<file path="config.mk">
export PLATFORM = sky130hd
export DESIGN_NAME = sm_add_disp_ctrl
export DESIGN_NICKNAME = d
export VERILOG_FILES = /design/src/rtl/sm_disp_pkg.sv /design/src/rtl/sm_debounce.sv /design/src/rtl/sm_add_disp_ctrl.sv
export SDC_FILE = /design/constraint.sdc
export NUM_CORES = 1
export LEC_CHECK = 0
export CORE_ASPECT_RATIO = 1.1
export CORE_MARGIN = 2
export CORE_UTILIZATION = 56
export DETAILED_ROUTE_END_ITERATION = 10
export PLACE_DENSITY_LB_ADDON = 0.05
export SKIP_LAST_GASP = 1
export SYNTH_ARGS = -nofsm -noshare
export SYNTH_HDL_FRONTEND = slang
export SYNTH_SLANG_ARGS = --single-unit
</file>
<file path="constraint.sdc">
create_clock -name clk -period 3.1 [get_ports clk]
set_input_delay 0.465 -clock clk [delete_from_list [all_inputs] [get_ports clk]]
set_output_delay 0.465 -clock clk [all_outputs]
set_load 0.005 [all_outputs]
</file>
<file path="src/rtl/sm_disp_pkg.sv">
// Shared types and 7-segment encodings for the sign-magnitude adder display controller.
// Segment vectors are active-low, bit 6 = a ... bit 0 = g.
package sm_disp_pkg;

    typedef enum logic [1:0] {
        SHOW_A   = 2'd0,
        SHOW_B   = 2'd1,
        SHOW_SUM = 2'd2
    } mode_t;

    localparam logic [6:0] SEG_BLANK = 7'h7F;
    localparam logic [6:0] SEG_MINUS = 7'h7E;
    localparam logic [6:0] SEG_A     = 7'h08;
    localparam logic [6:0] SEG_b     = 7'h60;
    localparam logic [6:0] SEG_S     = 7'h24;

    function automatic logic [6:0] hex2seg(input logic [3:0] val);
        logic [6:0] seg;
        case (val)
            4'h0: seg = 7'h01;
            4'h1: seg = 7'h4F;
            4'h2: seg = 7'h12;
            4'h3: seg = 7'h06;
            4'h4: seg = 7'h4C;
            4'h5: seg = 7'h24;
            4'h6: seg = 7'h20;
            4'h7: seg = 7'h0F;
            4'h8: seg = 7'h00;
            4'h9: seg = 7'h04;
            4'hA: seg = 7'h08;
            4'hB: seg = 7'h60;
            4'hC: seg = 7'h31;
            4'hD: seg = 7'h42;
            4'hE: seg = 7'h30;
            default: seg = 7'h38;
        endcase
        return seg;
    endfunction

endpackage

</file>
<file path="src/rtl/sm_debounce.sv">
// Counter-based debouncer for an already-synchronised level; emits a 1-cycle pulse
// on each debounced rising edge.
module sm_debounce #(
    parameter int unsigned DB_BITS = 20
) (
    input  logic clk,
    input  logic reset_n,
    input  logic din,
    output logic level,
    output logic rise_pulse
);

    logic               last;
    logic [DB_BITS-1:0] cnt;

    always_ff @(posedge clk or negedge reset_n) begin
        if (!reset_n) begin
            last       <= 1'b0;
            cnt        <= '0;
            level      <= 1'b0;
            rise_pulse <= 1'b0;
        end else begin
            rise_pulse <= 1'b0;
            if (din != last) begin
                last <= din;
                cnt  <= '0;
            end else if (cnt != '1) begin
                cnt <= cnt + 1'b1;
            end else if (level != last) begin
                // Saturated and still differing from the output: accept the new level.
                level      <= last;
                rise_pulse <= last;
            end
        end
    end

endmodule

</file>
<file path="src/rtl/sm_add_disp_ctrl.sv">
// Sign-magnitude adder with mode-selected 4-digit multiplexed 7-segment display.
// Optional macro SM_AUTO_CYCLE_EN adds a periodic auto-advance of the display mode.
module sm_add_disp_ctrl
    import sm_disp_pkg::*;
#(
    parameter int unsigned N            = 8,
    parameter int unsigned DB_BITS      = 20,
    parameter int unsigned REFRESH_BITS = 18,
    parameter int unsigned AUTO_BITS    = 27
) (
    input  logic           clk,
    input  logic           reset_n,
    input  logic [2*N-1:0] sw,
    input  logic           btn_mode,
    output logic [3:0]     an,
    output logic [6:0]     sseg,
    output logic           dp
);

    localparam int unsigned M = N - 1;

    if (N < 4 || N > 9 || AUTO_BITS < 1 || REFRESH_BITS < 2) begin : g_bad_params
        $error("sm_add_disp_ctrl: illegal parameter value");
    end

    logic [2*N-1:0]        sw_s1, sw_s2;
    logic                  btn_s1, btn_s2;
    logic [N-1:0]          op_a, op_b;
    logic [N-1:0]          sum_r, sum_d;
    logic                  ovf_r, ovf_d;
    logic [REFRESH_BITS-1:0] refresh;
    logic                  btn_level, btn_rise, press, advance;
    mode_t                 mode, mode_nx;

    always_ff @(posedge clk or negedge reset_n) begin
        if (!reset_n) begin
            sw_s1  <= '0;
            sw_s2  <= '0;
            btn_s1 <= 1'b0;
            btn_s2 <= 1'b0;
            op_a   <= '0;
            op_b   <= '0;
            sum_r  <= '0;
            ovf_r  <= 1'b0;
        end else begin
            sw_s1  <= sw;
            sw_s2  <= sw_s1;
            btn_s1 <= btn_mode;
            btn_s2 <= btn_s1;
            op_a   <= sw_s2[N-1:0];
            op_b   <= sw_s2[2*N-1:N];
            sum_r  <= sum_d;
            ovf_r  <= ovf_d;
        end
    end

    logic         sa, sb;
    logic [M-1:0] ma, mb;
    logic [M:0]   mag_ext;

    always_comb begin
        sa      = op_a[N-1];
        sb      = op_b[N-1];
        ma      = op_a[M-1:0];
        mb      = op_b[M-1:0];
        mag_ext = {1'b0, ma} + {1'b0, mb};
        sum_d   = '0;
        ovf_d   = 1'b0;
        if (sa == sb) begin
            ovf_d = mag_ext[M];
            sum_d = {sa, mag_ext[M-1:0]};
        end else if (ma >= mb) begin
            sum_d = {sa, ma - mb};
        end else begin
            sum_d = {sb, mb - ma};
        end
        if (sum_d[M-1:0] == '0) begin
            sum_d[N-1] = 1'b0;
        end
    end

    sm_debounce #(
        .DB_BITS(DB_BITS)
    ) u_debounce (
        .clk       (clk),
        .reset_n   (reset_n),
        .din       (btn_s2),
        .level     (btn_level),
        .rise_pulse(btn_rise)
    );

    assign press = btn_rise & btn_level;

`ifdef SM_AUTO_CYCLE_EN
    logic [AUTO_BITS-1:0] auto_cnt;
    logic                 auto_tick;

    always_ff @(posedge clk or negedge reset_n) begin
        if (!reset_n) begin
            auto_cnt <= '0;
        end else if (press) begin
            auto_cnt <= '0;
        end else begin
            auto_cnt <= auto_cnt + 1'b1;
        end
    end

    assign auto_tick = (auto_cnt == '1);
    // OR-ing the sources makes a coincident press and tick a single step.
    assign advance   = press | auto_tick;
`else
    assign advance   = press;
`endif

    always_ff @(posedge clk or negedge reset_n) begin
        if (!reset_n) begin
            mode <= SHOW_A;
        end else begin
            mode <= mode_nx;
        end
    end

    always_comb begin
        mode_nx = mode;
        if (advance) begin
            case (mode)
                SHOW_A:  mode_nx = SHOW_B;
                SHOW_B:  mode_nx = SHOW_SUM;
                default: mode_nx = SHOW_A;
            endcase
        end
    end

    always_ff @(posedge clk or negedge reset_n) begin
        if (!reset_n) begin
            refresh <= '0;
        end else begin
            refresh <= refresh + 1'b1;
        end
    end

    logic [M-1:0] src_mag;
    logic         src_sign, src_ovf;
    logic [7:0]   mag8;
    logic [3:0]   an_d;
    logic [6:0]   seg_d;
    logic         dp_d;

    always_comb begin
        case (mode)
            SHOW_B: begin
                src_mag  = op_b[M-1:0];
                src_sign = op_b[N-1];
                src_ovf  = 1'b0;
            end
            SHOW_SUM: begin
                src_mag  = sum_r[M-1:0];
                src_sign = sum_r[N-1];
                src_ovf  = ovf_r;
            end
            default: begin
                src_mag  = op_a[M-1:0];
                src_sign = op_a[N-1];
                src_ovf  = 1'b0;
            end
        endcase
        mag8 = 8'(src_mag);

        an_d  = 4'b1111;
        seg_d = SEG_BLANK;
        dp_d  = 1'b1;
        case (refresh[REFRESH_BITS-1 -: 2])
            2'd0: begin
                an_d  = 4'b1110;
                seg_d = hex2seg(mag8[3:0]);
                dp_d  = ~src_ovf;
            end
            2'd1: begin
                an_d  = 4'b1101;
                seg_d = hex2seg(mag8[7:4]);
            end
            2'd2: begin
                an_d  = 4'b1011;
                seg_d = src_sign ? SEG_MINUS : SEG_BLANK;
            end
            default: begin
                an_d = 4'b0111;
                case (mode)
                    SHOW_B:   seg_d = SEG_b;
                    SHOW_SUM: seg_d = SEG_S;
                    default:  seg_d = SEG_A;
                endcase
            end
        endcase
    end

    always_ff @(posedge clk or negedge reset_n) begin
        if (!reset_n) begin
            an   <= 4'b1111;
            sseg <= SEG_BLANK;
            dp   <= 1'b1;
        end else begin
            an   <= an_d;
            sseg <= seg_d;
            dp   <= dp_d;
        end
    end

endmodule

</file>
---- Yosys cells after proc, flatten, opt, wreduce, memory -nomap -nowiden ----
Memory sizes are Yosys's and may differ from the RTL's.
Cells that the tools add are included.
storage, ports and cells
  memory bits (read-only) ................. 168
  output and inout port bits .............. 12
  logic and storage cells ................. 60
  register bits after elaboration ......... 114
  bits of input ports ..................... 19
  memories kept ........................... 2
memory list
  name              words  width  read ports  clocked after Yosys merged registers in  write ports  line               RTL
  (name not given)  16     7      1           0                                        0            sm_disp_pkg.sv:19  case (val)
  (name not given)  8      7      1           0                                        0            sm_disp_pkg.sv:19
operators by class
  eq/ne operators ......................... 8
  $lt $le $gt $ge ......................... 1
  add/subtract/negate cells ............... 5
  reduce and logical (&&, ||, !) cells .... 5
  muxes and demuxes ....................... 18
  bitwise operators ....................... 4
operator list
  kind                   number
  $mux 20                2
  $pmux 7 s2             2
  $pmux 7 s3             1
  $add 20x1->20 const B  1
  $ne 20x20->1 const B   1
  $add 18x1->18 const B  1
  $mux 8                 2
  $sub 7x7->7            2
  $pmux 4 s3             1
  $add 7x7->8            1
  $mux 1                 8
  $ge 7x7->1             1
  $logic_not 7->1        1
  $eq 2x1->1 const B     2
  $eq 2x2->1 const B     2
  $logic_not 2->1        2
  $pmux 2 s2             1
  $not 1->1              3
  $reduce_and 3->1       1
  $ne 1x1->1             2
  $pmux 1 s2             1
  $reduce_bool 2->1      1
  $and 1x1->1            1
  $eq 1x1->1             1

---- Logic depth before layout (Yosys ltp) ----
  depth after elaboration ................. 5
  mapped depth ............................ 13
  mapped depth without buffers ............ 12

---- Cells and area by module ----
A second synthesis with hierarchy kept.
unflattened totals
  cell total of the unflattened synthesis .. 495
  area total of the unflattened synthesis .. 5514.0 sq um
by module, submodules not included
  module            area an instance (sq um)  cells an instance  times used  seq. area each (sq um)
  sm_add_disp_ctrl  4237.8                    363                1           2292.2
  sm_debounce       1276.2                    132                1           575.6

---- Worst setup path after synthesis ----
No wires, ideal clock.
  path kind ............................... reg2reg
  start point ............................. register mode[0]
  end point ............................... register sseg[3]
  data required time ...................... 3.001 ns
  library setup time ...................... 0.099 ns
  data arrival time ....................... 2.503 ns
  stages on the path, launching flop included .. 12
  slack ................................... 0.499 ns
  buffers on the path ..................... 2
  clock period less this slack ............ 2.601 ns
  path through ............................ dfrtp_1 > inv_1 > ha_1 > clkbuf_1 > buf_1 > nor2_1 > a21oi_1 > inv_1 > ha_1 > mux2_2 > o21ai_0 > a22oi_1
on the way
  longest elaborated chain between the ends .. 4
  elaborated cells on any way between the ends .. 7
  classes of those cells .................. eq/ne: 2; mux: 3; memory: 2
ends and longest elaborated chain
  item                                         line                                              RTL
  start: declaration                           sm_add_disp_ctrl.sv:33                            mode_t mode, mode_nx;
  start signal: assignment                     sm_add_disp_ctrl.sv:119                           mode <= mode_nx;
  $eq 2x2->1 or $eq 2x1->1 (tied branches)     sm_add_disp_ctrl.sv:150, sm_add_disp_ctrl.sv:188
  $pmux 7 s2                                   sm_add_disp_ctrl.sv:150                           case (mode)
  $mem_v2 16x7 or $mem_v2 8x7 (tied branches)  n/a
  $pmux 7 s3 (*)                               sm_add_disp_ctrl.sv:172                           case (refresh[REFRESH_BITS-1 -: 2])
  named net seg_d[3]                           sm_add_disp_ctrl.sv:146                           logic [6:0] seg_d;
  end signal: assignment                       sm_add_disp_ctrl.sv:204                           sseg <= seg_d;
  end: declaration                             sm_add_disp_ctrl.sv:16                            output logic [6:0] sseg,
Mark *: on every way through the listed nets, which the timed path passes. The rest lies on a longest branch.
A chain may end at the register's enable or synchronous reset.

---- Worst setup path in the final report ----
  start point ............................. register op_a[1]
  end point ............................... register sum_r[7]
on the way
  longest elaborated chain between the ends .. 5
  elaborated cells on any way between the ends .. 8
  classes of those cells .................. add/sub: 3; order compare: 1; mux: 3; reduce/logical: 1
ends and longest elaborated chain
  item                                 line                    RTL
  start: declaration                   sm_add_disp_ctrl.sv:28  logic [N-1:0] op_a, op_b;
  start signal: assignment             sm_add_disp_ctrl.sv:50  op_a <= sw_s2[N-1:0];
  $sub 7x7->7 (tied with other cells)  sm_add_disp_ctrl.sv:75  sum_d = {sb, mb - ma};
  $mux 8                               sm_add_disp_ctrl.sv:72  end else if (ma >= mb) begin
  $mux 8 (*)                           sm_add_disp_ctrl.sv:69  if (sa == sb) begin
  $logic_not 7->1                      sm_add_disp_ctrl.sv:77  if (sum_d[M-1:0] == '0) begin
  $mux 1 (*)                           sm_add_disp_ctrl.sv:77
  named net sum_d[7]                   sm_add_disp_ctrl.sv:29  logic [N-1:0] sum_r, sum_d;
  end signal: assignment               sm_add_disp_ctrl.sv:52  sum_r <= sum_d;
  end: declaration                     sm_add_disp_ctrl.sv:29
Marks and branches as above.

==> metrics.log <==
INFO  metric finalMaxSlewViolations = 0
INFO  metric post_drt_wl_per_cell = 15.8 um
INFO  metric required = 3.47 ns
INFO  metric hold_ws = 0.346 ns
INFO  metric buffer_and_inverter_count_on_the_worst_path = 2
INFO  metric setup.reg_to_reg.worst_slack = 0.23 ns
INFO  metric io_buffer_count = 30
INFO  metric critical_path.reg2reg.startpoint = op_a[1]
INFO  metric synth-xor-area-share = 0.0621
INFO  metric dr.pass1.iters = 5
INFO  metric cts_setup_buffers = 0
INFO  metric die_height = 108 um
INFO  metric start_util = 0.582
INFO  metric hold_start = sw_s2[9]
INFO  metric cts_tree = built
INFO  metric finalWorstPathRequiredPeriod = 2.87 ns
INFO  metric critical_path.max_fanout = 6
INFO  metric timing.slew.headroom = 0.526
INFO  metric overflow = 0
INFO  metric syn_avg_cell_area = 11.1 um2
INFO  metric slowest_delay = 0.48 ns
INFO  metric synth.area.top_cells = dfrtp_1 (46%), ha_1 (9.8%), dfstp_2 (5.7%), xnor2_1 (4.3%), nor2_1 (3.3%)
INFO  metric cts_root_buf = clkbuf_8
INFO  metric peakVddDrop = 395 uV
INFO  metric cp_cell_sequence = inv_1 > ha_1 > clkinv_1 > nor4b_4 > or2_1 > mux2i_1 > a2111o_1 > o31ai_2 > nor3_2 > a41oi_2
INFO  metric finalInstanceArea = 6510 um2
INFO  metric synth_largest_area_cell = dfrtp_1
INFO  metric worst-endpoint-arrival = 3.24 ns
INFO  metric sequential_to_total_area_share_from_yosys_stat = 0.522
INFO  metric endpoint_kind = flop
INFO  metric worst_path_top_cell_family_by_delay = simple AND/OR/NAND/NOR gates
INFO  metric io_pins = 31
INFO  metric syn_area = 5500 um2
INFO  metric timing.fmax = 349 MHz
INFO  metric routabilityCongestion = 0.931
INFO  metric setup.worst_path.start_class = flop
INFO  metric synth_top_family_by_area = simple AND/OR/NAND/NOR gates
INFO  metric ys_seq_elements = 114
INFO  metric hpwl_after_dpl = 7440 um
INFO  metric antenna_cells_inserted = 0
INFO  metric synth.yosys.warnings = 0
INFO  metric grtUsageTotal = 0.224
INFO  metric postRouteWirelength = 10500 um
INFO  metric detailedRoute.firstIterationViolations = 172
INFO  metric viasPerCell = 5.39
INFO  metric min-delay-path-class = flop to flop
INFO  metric grt_pass1_vias = 3807
INFO  metric timing.final.crit_share = 0.925
INFO  metric crit_path_top_delay_cell = dfrtp_1
INFO  metric first_pass_grt_wire_length = 18300 um
INFO  metric asyncSetResetFlopFracSynth = 1.00
INFO  metric core_area = 9440 um2
INFO  metric synth_area_in_simple_gates = 0.136
INFO  metric postSynth.topFlopCell = dfrtp_1
INFO  metric final_clock_skew = 0.0107 ns
INFO  metric synth.distinct_cells = 62
INFO  metric instance_area_at_placement = 5910 um2
INFO  metric power.total = 3.86 mW
INFO  metric p_per_area = 593 nW/um2
INFO  metric postLayoutCoreUtil = 0.690
INFO  metric final_cells = 663
INFO  metric most-common-layout-cells = dfrtp_1 (102), nor2_1 (48), ha_1 (42)
INFO  metric synth.net_count = 559
INFO  metric number_of_flops_mapped_to_enable_cells_by_yosys = 0
INFO  metric whs_path_depth = 0
INFO  metric remaining_antenna_violation_count = 0
INFO  metric yosysTopAreaCellShare = 0.464
INFO  metric synth-compound-area-share = 0.107
INFO  metric worst-slew-pin-transition = 0.706 ns
INFO  metric floorplan.die_area = 10600 um2
INFO  metric worst-setup-path-type = flop to flop
INFO  metric dp.cells = 630
INFO  metric drc = 0
INFO  metric clock_latency = 0.51 ns
INFO  metric syn2layout_area_growth = 18.5%
INFO  metric grt_antenna_before_repair = 0
INFO  metric maxCapViolations = 0
INFO  metric vias = 3576
INFO  metric cts_sinks = 114
INFO  metric fp.dieW = 98.5 um
INFO  metric outcome = complete, no violations
INFO  metric finish.net_count = 598
INFO  metric share_of_layout_cells_above_drive_strength_1 = 0.126
INFO  metric grt_start_max_net_pins = 67
INFO  metric muxShareOfSynthArea = 0.0225
INFO  metric synth_cells = 494
INFO  metric num_rows = 37
INFO  metric reg2reg_depth = 10
INFO  metric total_leakage_power = 2.98 nW
INFO  metric htreeDepth = 4
INFO  metric setup_viol = 0
INFO  metric hold_path_end = op_b[1]
INFO  metric worst_r2r_endpoint = sum_r[7]
INFO  metric path_clk_slew = 0.06 ns
INFO  metric hold_viol_final = 0
INFO  metric rsz0062_at_grt = no
INFO  metric synthAdderAreaFrac = 0.109
INFO  metric cts_buffers = 17
INFO  metric final_common_cell = dfrtp_1
INFO  metric cts_buffer_depth = 2
[per-layer routing]
metal	share of wire	wire, um	vias up	GRT usage
li1	-	-	1760	-
met4	0.025	266	0	0.108
met3	0.034	360	22	0.0545
met5	0	0	-	0
met2	0.49	5190	77	0.360
met1	0.45	4680	1717	0.288
[state kept, by name (all words and copies together) (netlist names), 2 cells and up]
signal          cells
an                  4
u_debounce.cnt     20
mode                2
op_a                8
sw_s1              16
sw_s2              16
sum_r               8
op_b                8
sseg                7
refresh            18
[synth_stat cells, types with 4 or more instances]
| cell type | count |
|---|---|
| dfstp_2 | 12 |
| nor3_1 | 8 |
| clkbuf_1 | 12 |
| nand4_1 | 6 |
| mux2i_1 | 9 |
| nand3_1 | 10 |
| a22oi_1 | 10 |
| xor2_1 | 12 |
| o21ai_0 | 17 |
| inv_1 | 33 |
| xnor2_1 | 27 |
| nand2b_1 | 4 |
| dfrtp_1 | 102 |
| a21oi_1 | 25 |
| a21o_1 | 4 |
| nand2_1 | 33 |
| nor2_1 | 48 |
| and3_1 | 8 |
| ha_1 | 43 |
[worst max path at each step]
stage,startpoint,endpoint,slack [ns],depth (start not counted)
3_5_place_dp,mode[0],sseg[2],-0.1,10
2_1_floorplan,mode[0],sseg[3],0.50,11
6_report,op_a[1],sum_r[7],0.23,10
3_3_place_gp,mode[0],sseg[2],-0.06,10
5_1_grt,op_a[1],sum_r[7],0.01,10
4_1_cts,mode[0],sseg[2],0.05,10
[final cells by class]
type	count	area, um2
timing repair buffer	37	365
clock buffer	23	457
clock inverter	9	130
tap	117	146
inverter	36	135
multi-input combinational	327	2410
sequential	114	2870
fill	693	2930
[report_power, final]
group / switching, mW / internal [mW]
sequential: 0.0391 / 1.57
clock: 0.632 / 1.26
combinational: 0.210 / 0.151
total: 0.881 / 2.98
[cell families after synthesis]
group,after synthesis
XOR/XNOR,39
AO/OA/AOI/OAI,88
buffers and inverters,53
adder cells (fa/ha/maj),46
flip-flops,114
AND/OR/NAND/NOR,142
multiplexers,12
[stage by stage]
stage	TNS, ns	setup slack, ns
after floorplan	0	0.499
after global placement	-0.0552	-0.0552
after detailed placement	-0.0999	-0.0999
after CTS	0	0.0509
after global routing	0	0.0148
final	0	0.232
[what timing repair did]
item | 4_1_cts | 5_1_grt
gates resized for setup | 1 | 2
hold endpoints to repair | 34 | 0
hold buffers | 1 | 0
endpoints found under the setup margin | 2 | 2
No activity file was read; power rests on OpenSTA's default activity.
==> RTL change 1, RTL diff (config.mk and constraints unchanged) <==
Re-encode `mode_t` (3 values) as one-hot, 3 bits wide.
--- a/src/rtl/sm_disp_pkg.sv
+++ b/src/rtl/sm_disp_pkg.sv
@@ -2,10 +2,10 @@
 // Segment vectors are active-low, bit 6 = a ... bit 0 = g.
 package sm_disp_pkg;
 
-    typedef enum logic [1:0] {
-        SHOW_A   = 2'd0,
-        SHOW_B   = 2'd1,
-        SHOW_SUM = 2'd2
+    typedef enum logic [2:0] {
+        SHOW_A   = 3'b001,
+        SHOW_B   = 3'b010,
+        SHOW_SUM = 3'b100
     } mode_t;
 
     localparam logic [6:0] SEG_BLANK = 7'h7F;
Check against the original RTL: no difference found for any inputs over 10 cycles, from zero or initial values and one cycle with reset_n low; not proved beyond that.
==> RTL change 1 against the original RTL <==
Sequential cell count increased by 1. Die area increased by 2.0%. Wire length increased by 6.2%. Area after synthesis increased by 2.1%. Power decreased by 2.6%. Via count increased by 8.1%. Cell area increased by 1.3%. Setup slack got worse by 59 ps. Critical path type unchanged.
==> RTL change 1: results (changes against the original RTL) <==
STA
  – Final hold slack: 344 ps (-2.09 ps)
  – Layout Skew: 8.25 ps (-2.41 ps)
  – Slew headroom: 53.5% (+0.86 points)
  – F_max: 342 MHz (-2.0%)

Synth
  – Ys async rst share: 100% (unchanged)
  – Post-synth cell types: 64 (+3.2%)
  – Register area share after synthesis: 51.6% (-0.59 points)
  – Avg Cell Area, Syn: 10.9 sq um (-2.5%)
  – Post-synth top cells: dfrtp_1 (102), nand2_1 (39), ha_1 (37), inv_1 (37), nor2_1 (33)
  – Mapped Nets: 576 (+3.0%)

Global routing
  – Initial antenna violation count: 0 (unchanged)
  – Vias in the first global route: 3956 (+3.9%)
  – Global-route wire length before repair: 19.1 mm (+4.4%)
  – Largest net degree at the start of global routing: 77 (+15%)
  – Tot GR Track Use: 23.0% (+0.59 points)

Route
  – DRC viols: 0 (unchanged)
  – Initial DRC count: 219 (+27%)
  – DRT Wirelength: 11.1 mm (+6.2%)
  – Vias: 3867 (+8.1%)

Worst hold path
  – WHS Endpoint: sw_s2[9]
  – Hold path start: sw_s1[9]

Clock tree
  – Post_cts resized: 0 (-1)

Setup path
  – CP peak stage delay: 480 ps (about the same)
  – Slowest CP cell: ha_1
  – Worst Setup SP: op_a[3]
  – Crit-path max FO: 8 (+2)

Placement
  – DP Area: 6030 sq um (+2.1%)
  – Routability cong.: 0.905 (-2.8%)
  – Pre-CTS setup slack: 179 ps (+279 ps)
  – Dpl hpwl: 7.69 mm (+3.4%)

Power and ir drop
  – Final total power: 0.00376 W (-2.6%)
  – Internal: 0.00283 W (-5.2%)
  – Combinational Power Share: 9.9% (+0.6 points)
  – Leak: 2.94 nW (-1.5%)

Run status
  – Run status: finished, final reports clean

Layout
  – Layout cell share with drive strength beyond 1: 12.3% (-0.38 points)
  – Layout Nets: 617 (+3.2%)
[RTL change 1: area by class of cell]
cell class	count	area (sq um)	share of cell area, %
clock buffer	21	439	6.65
tap	120	150	2.27
multi-input combinational	346	2480	37.6
inverter	39	146	2.22
sequential	115	2890	43.8
timing repair buffer	39	380	5.76
clock inverter	11	108	1.63
[RTL change 1: per-layer routing]
metal	vias to the layer above	part of all wire [%]	track usage [%]
met2	104	48	35.6
met4	0	2.3	10.7
met3	21	4.3	5.77
met5	-	0	0
li1	1882	-	-
met1	1860	45	30.7
[RTL change 1: cells by family (layout without fill, tap and decap cells)]
family | count (synthesis) | in the layout | synth area share [%]
AO/OA/AOI/OAI | 115 | 115 | 13.4
flip-flops | 115 | 115 | 51.6
multiplexers | 13 | 13 | 2.34
AND/OR/NAND/NOR | 143 | 143 | 13.5
buffers and inverters | 56 | 110 | 4.33
adder cells (fa/ha/maj) | 40 | 40 | 9.32
XOR/XNOR | 35 | 35 | 5.46
==> RTL change 2, RTL diff (config.mk and constraints unchanged) <==
Made on the original files. The parameter `N` goes from 8 to 9.
--- a/src/rtl/sm_add_disp_ctrl.sv
+++ b/src/rtl/sm_add_disp_ctrl.sv
@@ -3,7 +3,7 @@
 module sm_add_disp_ctrl
     import sm_disp_pkg::*;
 #(
-    parameter int unsigned N            = 8,
+    parameter int unsigned N            = 9,
     parameter int unsigned DB_BITS      = 20,
     parameter int unsigned REFRESH_BITS = 18,
     parameter int unsigned AUTO_BITS    = 27
Ports: changed (resized sw); port bits go from 31 to 33. The function was not compared with the original's and may differ.
==> RTL change 2 against the original RTL <==
Power increased by 7.2%. Via count is 11% higher. Count of clock-buffer cells in the layout is 4 lower. Largest cell class unchanged. Clock skew decreased by 1.8 ps. Critical endpoint is now sseg[6]. Area after synthesis grew 7.5%. Cell area rose by 8.0%. Final cell count increased by 11%. Global-route usage up 0.82 points. Sequential cell count increased by 7. Wire length is 13% higher. Setup slack hardly changed.
==> RTL change 2: results (changes against the original RTL) <==
Placement
  – Cells after DPL: 706 (+12%)
  – # port buffers: 32 (+6.7%)

Route
  – Vias: 3974 (+11%)
  – Drt pass-1 iters: 4 (-1)

Global routing
  – Met2 Resource Use GR: 38.3% (+2.4 points)
  – Global-route wire length before repair: 20.3 mm (+11%)
  – Met3 Usage GRT: 5.27% (-0.18 points)
  – Vias in the first global route: 4158 (+9.2%)
  – Largest net degree at the start of global routing: 55 (-18%)

Synth
  – Post-synth cell types: 67 (+8.1%)
  – Post-synth top cells: dfrtp_1 (109), nor2_1 (50), ha_1 (45)

Layout
  – Post-Layout Cell Count: 738 (+11%)
  – Layout cell share with drive strength beyond 1: 13.3% (+0.64 points)
  – Layout Nets: 651 (+8.9%)

Setup path
  – Arrival time at the worst endpoint: 3200 ps (-40 ps)
  – Reg-to-reg setup timing slack: 230 ps (about the same)
  – Crit-path max FO: 19 (+13)
  – Reg2reg end: sseg[6]
  – Worst Setup SP: mode[0]
  – Slowest CP cell: ha_2
  – CP peak stage delay: 630 ps (+150 ps)

STA
  – Slew @ Worst Pin: 729 ps (+23.0 ps)
  – Layout Skew: 8.83 ps (-1.83 ps)

Power and ir drop
  – Peak VDD IR: 0.399 mV (+0.95%)
  – Leak: 3.18 nW (+6.8%)

Worst hold path
  – Worst Hold Class: input port to asynchronous set/reset pin

Clock tree
  – Insertion delay to the later sink of the worst-skew pair: 410 ps (-100 ps)
  – CTS root buf: clkbuf_16

Run status
  – Run status: finished, final reports clean
RTL change 2: changes by cell type in the layout (fill, tap and decap cells not counted), moves of 6 or more:
cell      delta
dfrtp_1      +7
o211ai_1     +6
and3_1       +7
nand3_1      +7
a21oi_1      -6
buf_4        +6
RTL change 2: through the flow:
| step | TNS, ps | power, W | cell area (sq um) | hold WS, ps |
|---|---|---|---|---|
| after floorplan | 0 | 0.00199 | 5910 | 169 |
| after global placement | -13.9 | 0.00216 | 6420 | 334 |
| after detailed placement | -44.1 | 0.00216 | 6420 | 335 |
| after CTS | 0 | 0.00417 | 7030 | 124 |
| after global routing | 0 | 0.00431 | 7030 | 161 |
| final | 0 | 0.00414 | 7030 | 108 |
RTL change 2: cell type report:
type | count | area, sq um
fillers | 783 | 3310
flip-flops and latches | 121 | 3040
multi-input cells | 361 | 2640
clock buffers | 19 | 443
repair buffers | 44 | 420
well taps | 143 | 179
clock inverters | 13 | 168
inverters | 37 | 139
RTL change 2: how the worst max path moves through the flow:
stage | slack, ps | cells past startpoint | to
floorplan | 340 | 12 | sseg[3]
global placement | -10 | 11 | sseg[2]
detailed placement | -40 | 11 | sseg[2]
CTS | 160 | 11 | sseg[2]
global route | 20 | 10 | sseg[6]
finish | 230 | 9 | sseg[6]
RTL change 2: repair_timing:
item,CTS,global route
buffers inserted,0,0
setup endpoints to repair,1,1
resized for setup,1,1
RTL change 2: logic make-up (layout without fill, tap and decap cells):
group / Yosys count / after routing / share of synthesized area, %
compound gates: 98 / 98 / 11.8
buf+inv: 57 / 113 / 3.94
fa+ha+maj: 48 / 48 / 10.5
flops: 121 / 121 / 51.5
mux: 18 / 18 / 3.22
simple gates: 158 / 158 / 13.3
xor+xnor: 39 / 39 / 5.78
RTL change 2: layer usage:
metal | up-vias | part of all wire (%) | wire length [um]
li1 | 1939 | - | -
met1 | 1957 | 44 | 5260
met2 | 56 | 51 | 6060
met3 | 22 | 2.4 | 282
met4 | 0 | 2.3 | 276
met5 | - | 0 | 0
RTL change 2: power by group:
group	switching (W)	internal, W	leakage, nW
Clock	0.000712	0.00129	0.294
Combinational	0.000243	0.000185	1.41
Sequential	0.0000436	0.00167	1.48
